## src/rtl/hilo_mdu_pkg.sv

```systemverilog
// ============================================================================
// Module   : hilo_mdu_pkg
// Brief    : Shared constants for the HI/LO multiply/divide unit: func codes,
//            iteration count, FSM state encoding and an operand helper.
// Revision : 1.0 - initial release
// ============================================================================
`default_nettype none

package hilo_mdu_pkg;

  // Iterations per multi-cycle op; equals the operand width.
  localparam int MDU_ITERS = 32;

  // R-type function codes serviced by the MDU.
  localparam logic [5:0] FUNC_MTHI  = 6'h11;
  localparam logic [5:0] FUNC_MTLO  = 6'h13;
  localparam logic [5:0] FUNC_MULT  = 6'h18;
  localparam logic [5:0] FUNC_MULTU = 6'h19;
  localparam logic [5:0] FUNC_DIV   = 6'h1A;
  localparam logic [5:0] FUNC_DIVU  = 6'h1B;

  typedef enum logic [1:0] {
    MDU_IDLE = 2'd0,
    MDU_MUL  = 2'd1,
    MDU_DIV  = 2'd2
  } mdu_state_e;

  // Magnitude of a 32-bit operand; only negative values of signed ops flip.
  function automatic logic [31:0] mdu_mag(input logic [31:0] v, input logic is_signed);
    return (is_signed && v[31]) ? (~v + 32'd1) : v;
  endfunction

endpackage

`default_nettype wire

```

## src/rtl/hilo_mdu_divider.sv

```systemverilog
// ============================================================================
// Module   : hilo_mdu_divider
// Brief    : Restoring unsigned divider datapath. One quotient bit per step;
//            the dividend is shifted out of the quotient register into a
//            W+1 bit partial remainder. Next-step values are exported so the
//            owner can commit the final step without an extra cycle.
// Revision : 1.0 - initial release
// ============================================================================
`default_nettype none

module hilo_mdu_divider #(
  parameter int W = 32
) (
  input  logic         clk,
  input  logic         resetn,
  input  logic         load_i,
  input  logic         step_i,
  input  logic [W-1:0] dividend_i,
  input  logic [W-1:0] divisor_i,
  input  logic [W-1:0] divisor_q_unused_i,
  output logic [W-1:0] quo_next_o,
  output logic [W-1:0] rem_next_o
);

  logic [W-1:0] rem_q, rem_d;
  logic [W-1:0] quo_q, quo_d;
  logic [W-1:0] dsr_q;
  logic [W:0]   w_part;
  logic [W:0]   w_diff;
  logic         w_fits;

  // Trial subtraction of the divisor from the shifted partial remainder.
  always_comb begin
    w_part = {rem_q, quo_q[W-1]};
    w_diff = w_part - {1'b0, dsr_q};
    w_fits = (w_part >= {1'b0, dsr_q});
    rem_d  = w_fits ? w_diff[W-1:0] : w_part[W-1:0];
    quo_d  = {quo_q[W-2:0], w_fits};
  end

  // Load operands on accept, then advance one bit per enabled step.
  always_ff @(posedge clk) begin
    if (!resetn) begin
      rem_q <= '0;
      quo_q <= '0;
      dsr_q <= '0;
    end else if (load_i) begin
      rem_q <= '0;
      quo_q <= dividend_i;
      dsr_q <= divisor_i ^ (divisor_q_unused_i & '0);
    end else if (step_i) begin
      rem_q <= rem_d;
      quo_q <= quo_d;
    end
  end

  assign quo_next_o = quo_d;
  assign rem_next_o = rem_d;

endmodule

`default_nettype wire

```

## src/rtl/hilo_mdu.sv

```systemverilog
// ============================================================================
// Module   : hilo_mdu
// Brief    : Iterative multiply/divide unit owning the HI/LO pair. Runs
//            MULT/MULTU (shift-add) and DIV/DIVU (restoring) over ITERS
//            cycles, services MTHI/MTLO, exports busy/done for hazard logic.
//            Optional MDU_FAST_MUL_EN: single-cycle combinational multiply.
// Revision : 1.0 - initial release
// ============================================================================
`default_nettype none

module hilo_mdu
  import hilo_mdu_pkg::*;
#(
  parameter int ITERS = MDU_ITERS
) (
  input  logic        clk,
  input  logic        resetn,
  input  logic        start,
  input  logic [5:0]  func,
  input  logic [31:0] A,
  input  logic [31:0] B,
  input  logic        flush,
  output logic        busy,
  output logic        done,
  output logic [31:0] hi,
  output logic [31:0] lo
);

  localparam int CNT_W = $clog2(ITERS) + 1;

  mdu_state_e       state_q, state_d;
  logic [CNT_W-1:0] cnt_q, cnt_d;
  logic [31:0]      hi_q, hi_d, lo_q, lo_d;
  logic             done_q, done_d;
  logic [31:0]      mcand_q, mcand_d;
  logic [63:0]      acc_q, acc_d;
  logic             neg_res_q, neg_res_d;
  logic             neg_rem_q, neg_rem_d;

  logic        w_is_mul, w_is_div, w_signed, w_res_neg, w_last;
  logic [31:0] w_a_mag, w_b_mag;
  logic [32:0] w_sum;
  logic [63:0] w_acc_next;
  logic [31:0] w_quo_next, w_rem_next;
  logic        w_div_load, w_div_step;
`ifdef MDU_FAST_MUL_EN
  logic [63:0] w_fast_prod;
`endif

  // Operand decode and sign pre-fix shared by multiply and divide.
  always_comb begin
    w_is_mul   = (func == FUNC_MULT) || (func == FUNC_MULTU);
    w_is_div   = (func == FUNC_DIV)  || (func == FUNC_DIVU);
    w_signed   = (func == FUNC_MULT) || (func == FUNC_DIV);
    w_res_neg  = w_signed && (A[31] ^ B[31]);
    w_a_mag    = mdu_mag(A, w_signed);
    w_b_mag    = mdu_mag(B, w_signed);
    w_last     = (cnt_q == CNT_W'(ITERS - 1));
    w_sum      = {1'b0, acc_q[63:32]} + (acc_q[0] ? {1'b0, mcand_q} : 33'd0);
    w_acc_next = {w_sum, acc_q[31:1]};
    w_div_load = (state_q == MDU_IDLE) && start && !flush && w_is_div;
    w_div_step = (state_q == MDU_DIV) && !flush;
  end

`ifdef MDU_FAST_MUL_EN
  // Full-width product for the single-cycle multiply build.
  always_comb begin
    if (func == FUNC_MULT) begin
      w_fast_prod = $signed({{32{A[31]}}, A}) * $signed({{32{B[31]}}, B});
    end else begin
      w_fast_prod = {32'd0, A} * {32'd0, B};
    end
  end
`endif

  hilo_mdu_divider #(
    .W(32)
  ) u_divider (
    .clk                (clk),
    .resetn             (resetn),
    .load_i             (w_div_load),
    .step_i             (w_div_step),
    .dividend_i         (w_a_mag),
    .divisor_i          (w_b_mag),
    .divisor_q_unused_i (32'd0),
    .quo_next_o         (w_quo_next),
    .rem_next_o         (w_rem_next)
  );

  // Next-state: accept in IDLE, step while busy, commit on the last step.
  always_comb begin
    state_d   = state_q;
    cnt_d     = cnt_q;
    hi_d      = hi_q;
    lo_d      = lo_q;
    done_d    = 1'b0;
    mcand_d   = mcand_q;
    acc_d     = acc_q;
    neg_res_d = neg_res_q;
    neg_rem_d = neg_rem_q;
    if (flush) begin
      state_d = MDU_IDLE;
      cnt_d   = '0;
    end else begin
      case (state_q)
        MDU_IDLE: begin
          if (start) begin
            if (w_is_mul) begin
`ifdef MDU_FAST_MUL_EN
              {hi_d, lo_d} = w_fast_prod;
              done_d       = 1'b1;
`else
              state_d   = MDU_MUL;
              cnt_d     = '0;
              mcand_d   = w_a_mag;
              acc_d     = {32'd0, w_b_mag};
              neg_res_d = w_res_neg;
`endif
            end else if (w_is_div) begin
              state_d   = MDU_DIV;
              cnt_d     = '0;
              neg_res_d = w_res_neg;
              neg_rem_d = w_signed && A[31];
            end else if (func == FUNC_MTHI) begin
              hi_d = A;
            end else if (func == FUNC_MTLO) begin
              lo_d = A;
            end
          end
        end
        MDU_MUL: begin
          acc_d = w_acc_next;
          cnt_d = cnt_q + CNT_W'(1);
          if (w_last) begin
            {hi_d, lo_d} = neg_res_q ? (~w_acc_next + 64'd1) : w_acc_next;
            state_d      = MDU_IDLE;
            done_d       = 1'b1;
          end
        end
        MDU_DIV: begin
          cnt_d = cnt_q + CNT_W'(1);
          if (w_last) begin
            lo_d    = neg_res_q ? (~w_quo_next + 32'd1) : w_quo_next;
            hi_d    = neg_rem_q ? (~w_rem_next + 32'd1) : w_rem_next;
            state_d = MDU_IDLE;
            done_d  = 1'b1;
          end
        end
        default: state_d = MDU_IDLE;
      endcase
    end
  end

  // State, counter, datapath and HI/LO registers.
  always_ff @(posedge clk) begin
    if (!resetn) begin
      state_q   <= MDU_IDLE;
      cnt_q     <= '0;
      hi_q      <= '0;
      lo_q      <= '0;
      done_q    <= 1'b0;
      mcand_q   <= '0;
      acc_q     <= '0;
      neg_res_q <= 1'b0;
      neg_rem_q <= 1'b0;
    end else begin
      state_q   <= state_d;
      cnt_q     <= cnt_d;
      hi_q      <= hi_d;
      lo_q      <= lo_d;
      done_q    <= done_d;
      mcand_q   <= mcand_d;
      acc_q     <= acc_d;
      neg_res_q <= neg_res_d;
      neg_rem_q <= neg_rem_d;
    end
  end

  assign busy = (state_q != MDU_IDLE);
  assign done = done_q;
  assign hi   = hi_q;
  assign lo   = lo_q;

endmodule

`default_nettype wire

```

## config.mk

```make
export PLATFORM = sky130hd
export DESIGN_NAME = hilo_mdu
export DESIGN_NICKNAME = d
export VERILOG_FILES = /design/src/rtl/hilo_mdu_pkg.sv /design/src/rtl/hilo_mdu_divider.sv /design/src/rtl/hilo_mdu.sv
export SDC_FILE = /design/constraint.sdc
export NUM_CORES = 1
export LEC_CHECK = 0
export CAP_MARGIN = 15
export CORE_MARGIN = 5
export CORE_UTILIZATION = 60
export DETAILED_ROUTE_END_ITERATION = 10
export HOLD_SLACK_MARGIN = 0.05
export MAX_ROUTING_LAYER = met4
export PLACE_DENSITY = 0.81
export SYNTH_ARGS = -nofsm -noshare
export SYNTH_HDL_FRONTEND = slang
export SYNTH_HIERARCHICAL = 1
export SYNTH_SLANG_ARGS = --single-unit
```

## constraint.sdc

```tcl
create_clock -name clk -period 7.22 [get_ports clk]
set_input_delay 1.805 -clock clk [delete_from_list [all_inputs] [get_ports clk]]
set_output_delay 1.805 -clock clk [all_outputs]
set_load 0.005 [all_outputs]
```

### Yosys cells after proc, flatten, opt, wreduce, memory -nomap -nowiden

Cells that the tools add are included.

| storage, ports and cells | value |
|---|---|
| bits in registers | 267 |
| logic and storage cells | 120 |
| output and inout port bits | 66 |
| bits of input ports | 74 |

| operators by class | value |
|---|---|
| bitwise operators | 10 |
| equal/unequal tests | 20 |
| mux-type cells | 39 |
| reductions and logical operators | 30 |
| $lt $le $gt $ge | 1 |
| add/sub/neg operators | 8 |

Operators with widths:

| cell | number |
|---|---|
| $mux W32 | 21 |
| $mux W64 | 3 |
| $pmux W32 S3 | 2 |
| $add A32 B1 Y32 const B | 4 |
| $not A32 Y32 | 4 |
| $pmux W64 S2 | 1 |
| $add A64 B1 Y64 const B | 1 |
| $not A64 Y64 | 1 |
| $eq A6 B5 Y1 const B | 7 |
| $add A32 B32 Y33 | 1 |
| $ge A33 B32 Y1 | 1 |
| $sub A32 B32 Y32 | 1 |
| $mux W6 | 3 |
| $ne A2 B2 Y1 const B | 7 |
| $pmux W6 S2 | 1 |
| $reduce_and A4 Y1 | 3 |
| $reduce_bool A2 Y1 | 5 |
| $reduce_and A9 Y1 | 1 |
| $mux W2 | 4 |
| $reduce_and A8 Y1 | 1 |
| $logic_and A1 B1 Y1 | 7 |
| $add A6 B1 Y6 const B | 1 |
| $ne A2 B1 Y1 const B | 3 |
| $reduce_and A3 Y1 | 2 |
| other kinds (14) | 23 |

### Depth between registers and ports, before layout

| depth | value |
|---|---|
| depth in word-level cells | 7 |
| depth in mapped cells | 25 |
| gate-level depth less buffers | 21 |

### Hierarchy

Netlist, hierarchy kept.

Modules (own cells, without submodules):

| module | instances | sequential area each (um^2) | area each (um^2) | cells each |
|---|---|---|---|---|
| hilo_mdu | 1 | 3,423.3 | 14,346.3 | 1,868 |
| hilo_mdu_divider | 1 | 1,921.8 | 6,476.2 | 805 |

### Worst setup path before layout

No wires, ideal clock.

| timing path | value |
|---|---|
| path kind | register to register |
| start | register u_divider.dsr_q[14] |
| end | register hi_q[31] (netlist: hi[31]) |
| setup time | 0.125 ns |
| setup slack | 1.986 ns |
| arrival | 5.109 ns |
| path buffers | 3 |
| period minus slack after synthesis | 5.234 ns |
| stages on the path, launching flop included | 23 |
| data required time | 7.095 ns |
| cells stage by stage | dfxtp_1 -> inv_1 -> ha_1 -> clkbuf_2 -> a21oi_1 -> o211ai_1 -> a211oi_2 -> a31o_2 -> o21ai_1 -> a211oi_2 -> buf_2 -> mux2_2 -> or4_4 -> or3_4 -> or3_4 -> or3_4 -> or2_1 -> buf_6 -> o41ai_2 -> xor2_1 -> nor2_1 -> a211oi_1 -> o22ai_1 |

| on the way | value |
|---|---|
| cells in the longest elaborated chain, start to end | 7 |
| elaborated cells between the ends (all ways) | 8 |
| classes of those cells | 2 x add/sub; 1 x order compare; 4 x mux; 1 x bitwise |

Ends and longest elaborated chain:

| element | RTL line | RTL |
|---|---|---|
| start: declaration | hilo_mdu_divider.sv:27 | `logic [W-1:0] dsr_q;` |
| start signal: assignment | hilo_mdu_divider.sv:50 | `dsr_q <= divisor_i ^ (divisor_q_unused_i & '0);` |
| $ge A33 B32 Y1 | hilo_mdu_divider.sv:36 | `w_fits = (w_part >= {1'b0, dsr_q});` |
| $mux W32 | hilo_mdu_divider.sv:37 | `rem_d = w_fits ? w_diff[W-1:0] : w_part[W-1:0];` |
| via w_rem_next[8] | hilo_mdu.sv:44 | `logic [31:0] w_quo_next, w_rem_next;` |
| $not A32 Y32 | hilo_mdu.sv:144 | `hi_d = neg_rem_q ? (~w_rem_next + 32'd1) : w_rem_next;` |
| $add A32 B1 Y32 | hilo_mdu.sv:144 |  |
| $mux W32 | hilo_mdu.sv:144 |  |
| $mux W32 | hilo_mdu.sv:142 | `if (w_last) begin` |
| $pmux W32 S3 | hilo_mdu.sv:105 | `case (state_q)` |
| end signal: assignment | hilo_mdu.sv:169 | `hi_q <= hi_d;` |
| end: declaration | hilo_mdu.sv:33 | `logic [31:0] hi_q, hi_d, lo_q, lo_d;` |

The timed path passes the listed nets, and every way through them passes these cells. The select of a mux whose other input is x is not followed.
A chain may end at the register's enable or synchronous reset.

### Worst setup path in the final report

| timing path | value |
|---|---|
| start | register u_divider.dsr_q[1] |
| end | register hi_q[28] (netlist: hi[28]) |

| on the way | value |
|---|---|
| cells in the longest elaborated chain, start to end | 7 |
| elaborated cells between the ends (all ways) | 8 |
| classes of those cells | 2 x add/sub; 1 x order compare; 4 x mux; 1 x bitwise |

Ends and longest elaborated chain:

| element | RTL line |
|---|---|
| $sub A32 B32 Y32 / $ge A33 B32 Y1 (equally long branches) | hilo_mdu_divider.sv:35, hilo_mdu_divider.sv:36 |
| $mux W32 (*) | hilo_mdu_divider.sv:37 |
| via w_rem_next[21] | hilo_mdu.sv:44 |
| $not A32 Y32 (*) | hilo_mdu.sv:144 |
| $add A32 B1 Y32 (*) | hilo_mdu.sv:144 |
| $mux W32 (*) | hilo_mdu.sv:144 |
| $mux W32 (*) | hilo_mdu.sv:142 |
| $pmux W32 S3 (*) | hilo_mdu.sv:105 |

Mark *: on every way through the listed nets, which the timed path passes. The rest lies on a longest branch. The select of a mux whose other input is x is not followed.

==> impl_metrics.yaml <==
critical_path:
  crit_path_end_kind: "register"
  worstPathCellList: "inv_1 -> ha_1 -> nor2b_1 -> o21ba_2 -> o21ai_0 -> a31o_2 -> o21ai_1 -> a211oi_4 -> buf_4 -> mux2_2 -> or4_1 -> or3_1 -> or3_1 -> a21oi_1 -> xnor2_1 -> a21oi_1 -> o311ai_0 -> nor3_1 -> o21ai_1"
  cp_slowest_cell: "a211oi_4"
  critPathMaxStageDelay_ps: 640
  worstSetupPathType: "reg -> reg"
  arrival_ps: 6330
  cp_max_fo: 34
  critPathLaunchType: "register"
  crit_buf_inv: 2
  cp.required_ps: 7700
  cp_top_family: "compound AO/OA/AOI/OAI gates"
power_and_ir_drop:
  powerDensity_nw_per_um2: 162
  p_leak_nw: 8.95
  irDropWorstVdd_uv: 207
  power_mw: 3.75
route:
  routed_via_density: 6.59
  first_pass_iters: 6
  vias: 20673
  wl_um: 72300
  initialDrtViolationCount: 2313
  wl_met1_um: 28700
  drt.antenna.violating_nets: 0
  routedWlPerCell_um: 23.1
  wl_met2_um: 32200
  dr.max_layer_used: "met4"
  post-route-drc-count: 0
  dr_wl_met3_um: 7010
yosys:
  synth_fp_nets: 2822
  synth.avg_cell_area_sq_um: 7.79
  ys_warn_count: 6
  synthCells: 2672
  syn-cell-area_sq_um: 20800
grt:
  grt-ovfl-total: 0
  antenna_found_initial: 0
  grt_pass1_wl_um: 110000
  grt.total_usage_pct: 36.6
  grt_pass1_vias: 19121
  grt_max_degree: 88
timing:
  setup_viol: 0
  slew_viol_final: 0
  period_share_pct: 81.1
  worst_pin_slew_ps: 1220
  min_period_ps: 5850
  finalSetupTns_ps: 0
  clock.fmax_mhz: 171
  relSlewSlack_pct: 18.3
  finClkSkew_ps: 10.0
  hold_viol: 0
  rsz0062_at_grt: "false"
placement:
  port_buffers: 139
  dp_cells: 3079
  dp_hpwl_um: 53700
  place_congestion: 1.05
run_status:
  outcome: "completed"
clock_network:
  clk_pin_slew_ps: 60
  hold_buffers: 0
  cts_max_path_buffers: 3
  cts_tree: "yes"
  numCtsBuffers: 31
  cts_setup_buffers: 0
  ctsRootBufferMaster: "clkbuf_16"
  cts.sinks: 267
  post_cts_resized: 0
  clock_latency_ps: 590
  htreeDepth: 1
die:
  dieArea_sq_um: 38500
  io_pins: 140
  placementRows: 68
  coreArea_sq_um: 34400
  die_h_um: 196
  die_w_um: 196
  initial_core_util_pct: 60.6
cells_and_area:
  num_antenna_cells: 0
  drive_gt1_share_pct: 7.16
  syn2layout_area_growth_pct: 11.2
  layout_commonest_cell: "dfxtp_1"
  stdcell_count: 3135
  final_cell_mix: "266 x dfxtp_1, 229 x nand2_1, 194 x o21ai_0, 168 x nor2_1, 156 x a21oi_1"
  nets: 2807
  n_fill_cell: 2961
job:
  cap_violations: 0
min_path:
  min_path_type: "reg -> reg"
[area by class of cell]
class                   count  area, sq um  share of cell area [%]
multi-input cells        2112        14200                    61.5
clock buffers              41          853                    3.69
flip-flops and latches    267         5350                    23.1
inverters                  83          312                    1.35
repair buffers            162         1570                    6.76
well taps                 455          569                    2.46
clock inverters            15          260                    1.12
[layer usage]
| metal | track usage (%) | vias to the layer above |
|---|---|---|
| li1 | - | 9511 |
| met1 | 46.8 | 9840 |
| met2 | 56.5 | 1087 |
| met3 | 6.11 | 235 |
| met4 | 17.1 | 0 |
| met5 | - | - |
[power by group]
part / total, mW / switching (mW) / internal (mW)
clock network: 1.76 / 0.686 / 1.08
logic: 0.506 / 0.319 / 0.188
registers: 1.49 / 0.00658 / 1.48
[tightest hold or removal path: cells and delay by family, from the launching register on]
kind	cells	cell delay [ps]
simple gates	1	50
flops	1	310
compound gates	1	60
[state kept, by name (all words and copies together), names as in the netlist]
signal	count
u_divider/rem_q	32
neg_res_q	1
hi	32
acc_q	64
u_divider/dsr_q	32
lo	32
state_q	2
done	1
u_divider/quo_q	32
cnt_q	6
mcand_q	32
neg_rem_q	1
[stage by stage]
step           hold slack, ps  area (sq um)  setup slack (ps)  utilization, %
2_1_floorplan             443         20800              1990               -
3_3_place_gp              449         22000              1540            64.1
3_5_place_dp              459         22000              1410            64.1
4_1_cts                   467         23200              1390            67.4
5_1_grt                   493         23200               943            67.4
6_report                  464         23200              1370            67.4
[final timing paths]
kind         slack, ps  cells past startpoint          startpoint      to
max reg2reg       1370                     19  u_divider/dsr_q[1]  hi[28]
min                460                      2               hi[8]   hi[8]
min reg2reg        460                      2               hi[8]   hi[8]
max               1370                     19  u_divider/dsr_q[1]  hi[28]
(Power assumes the default switching activity.)
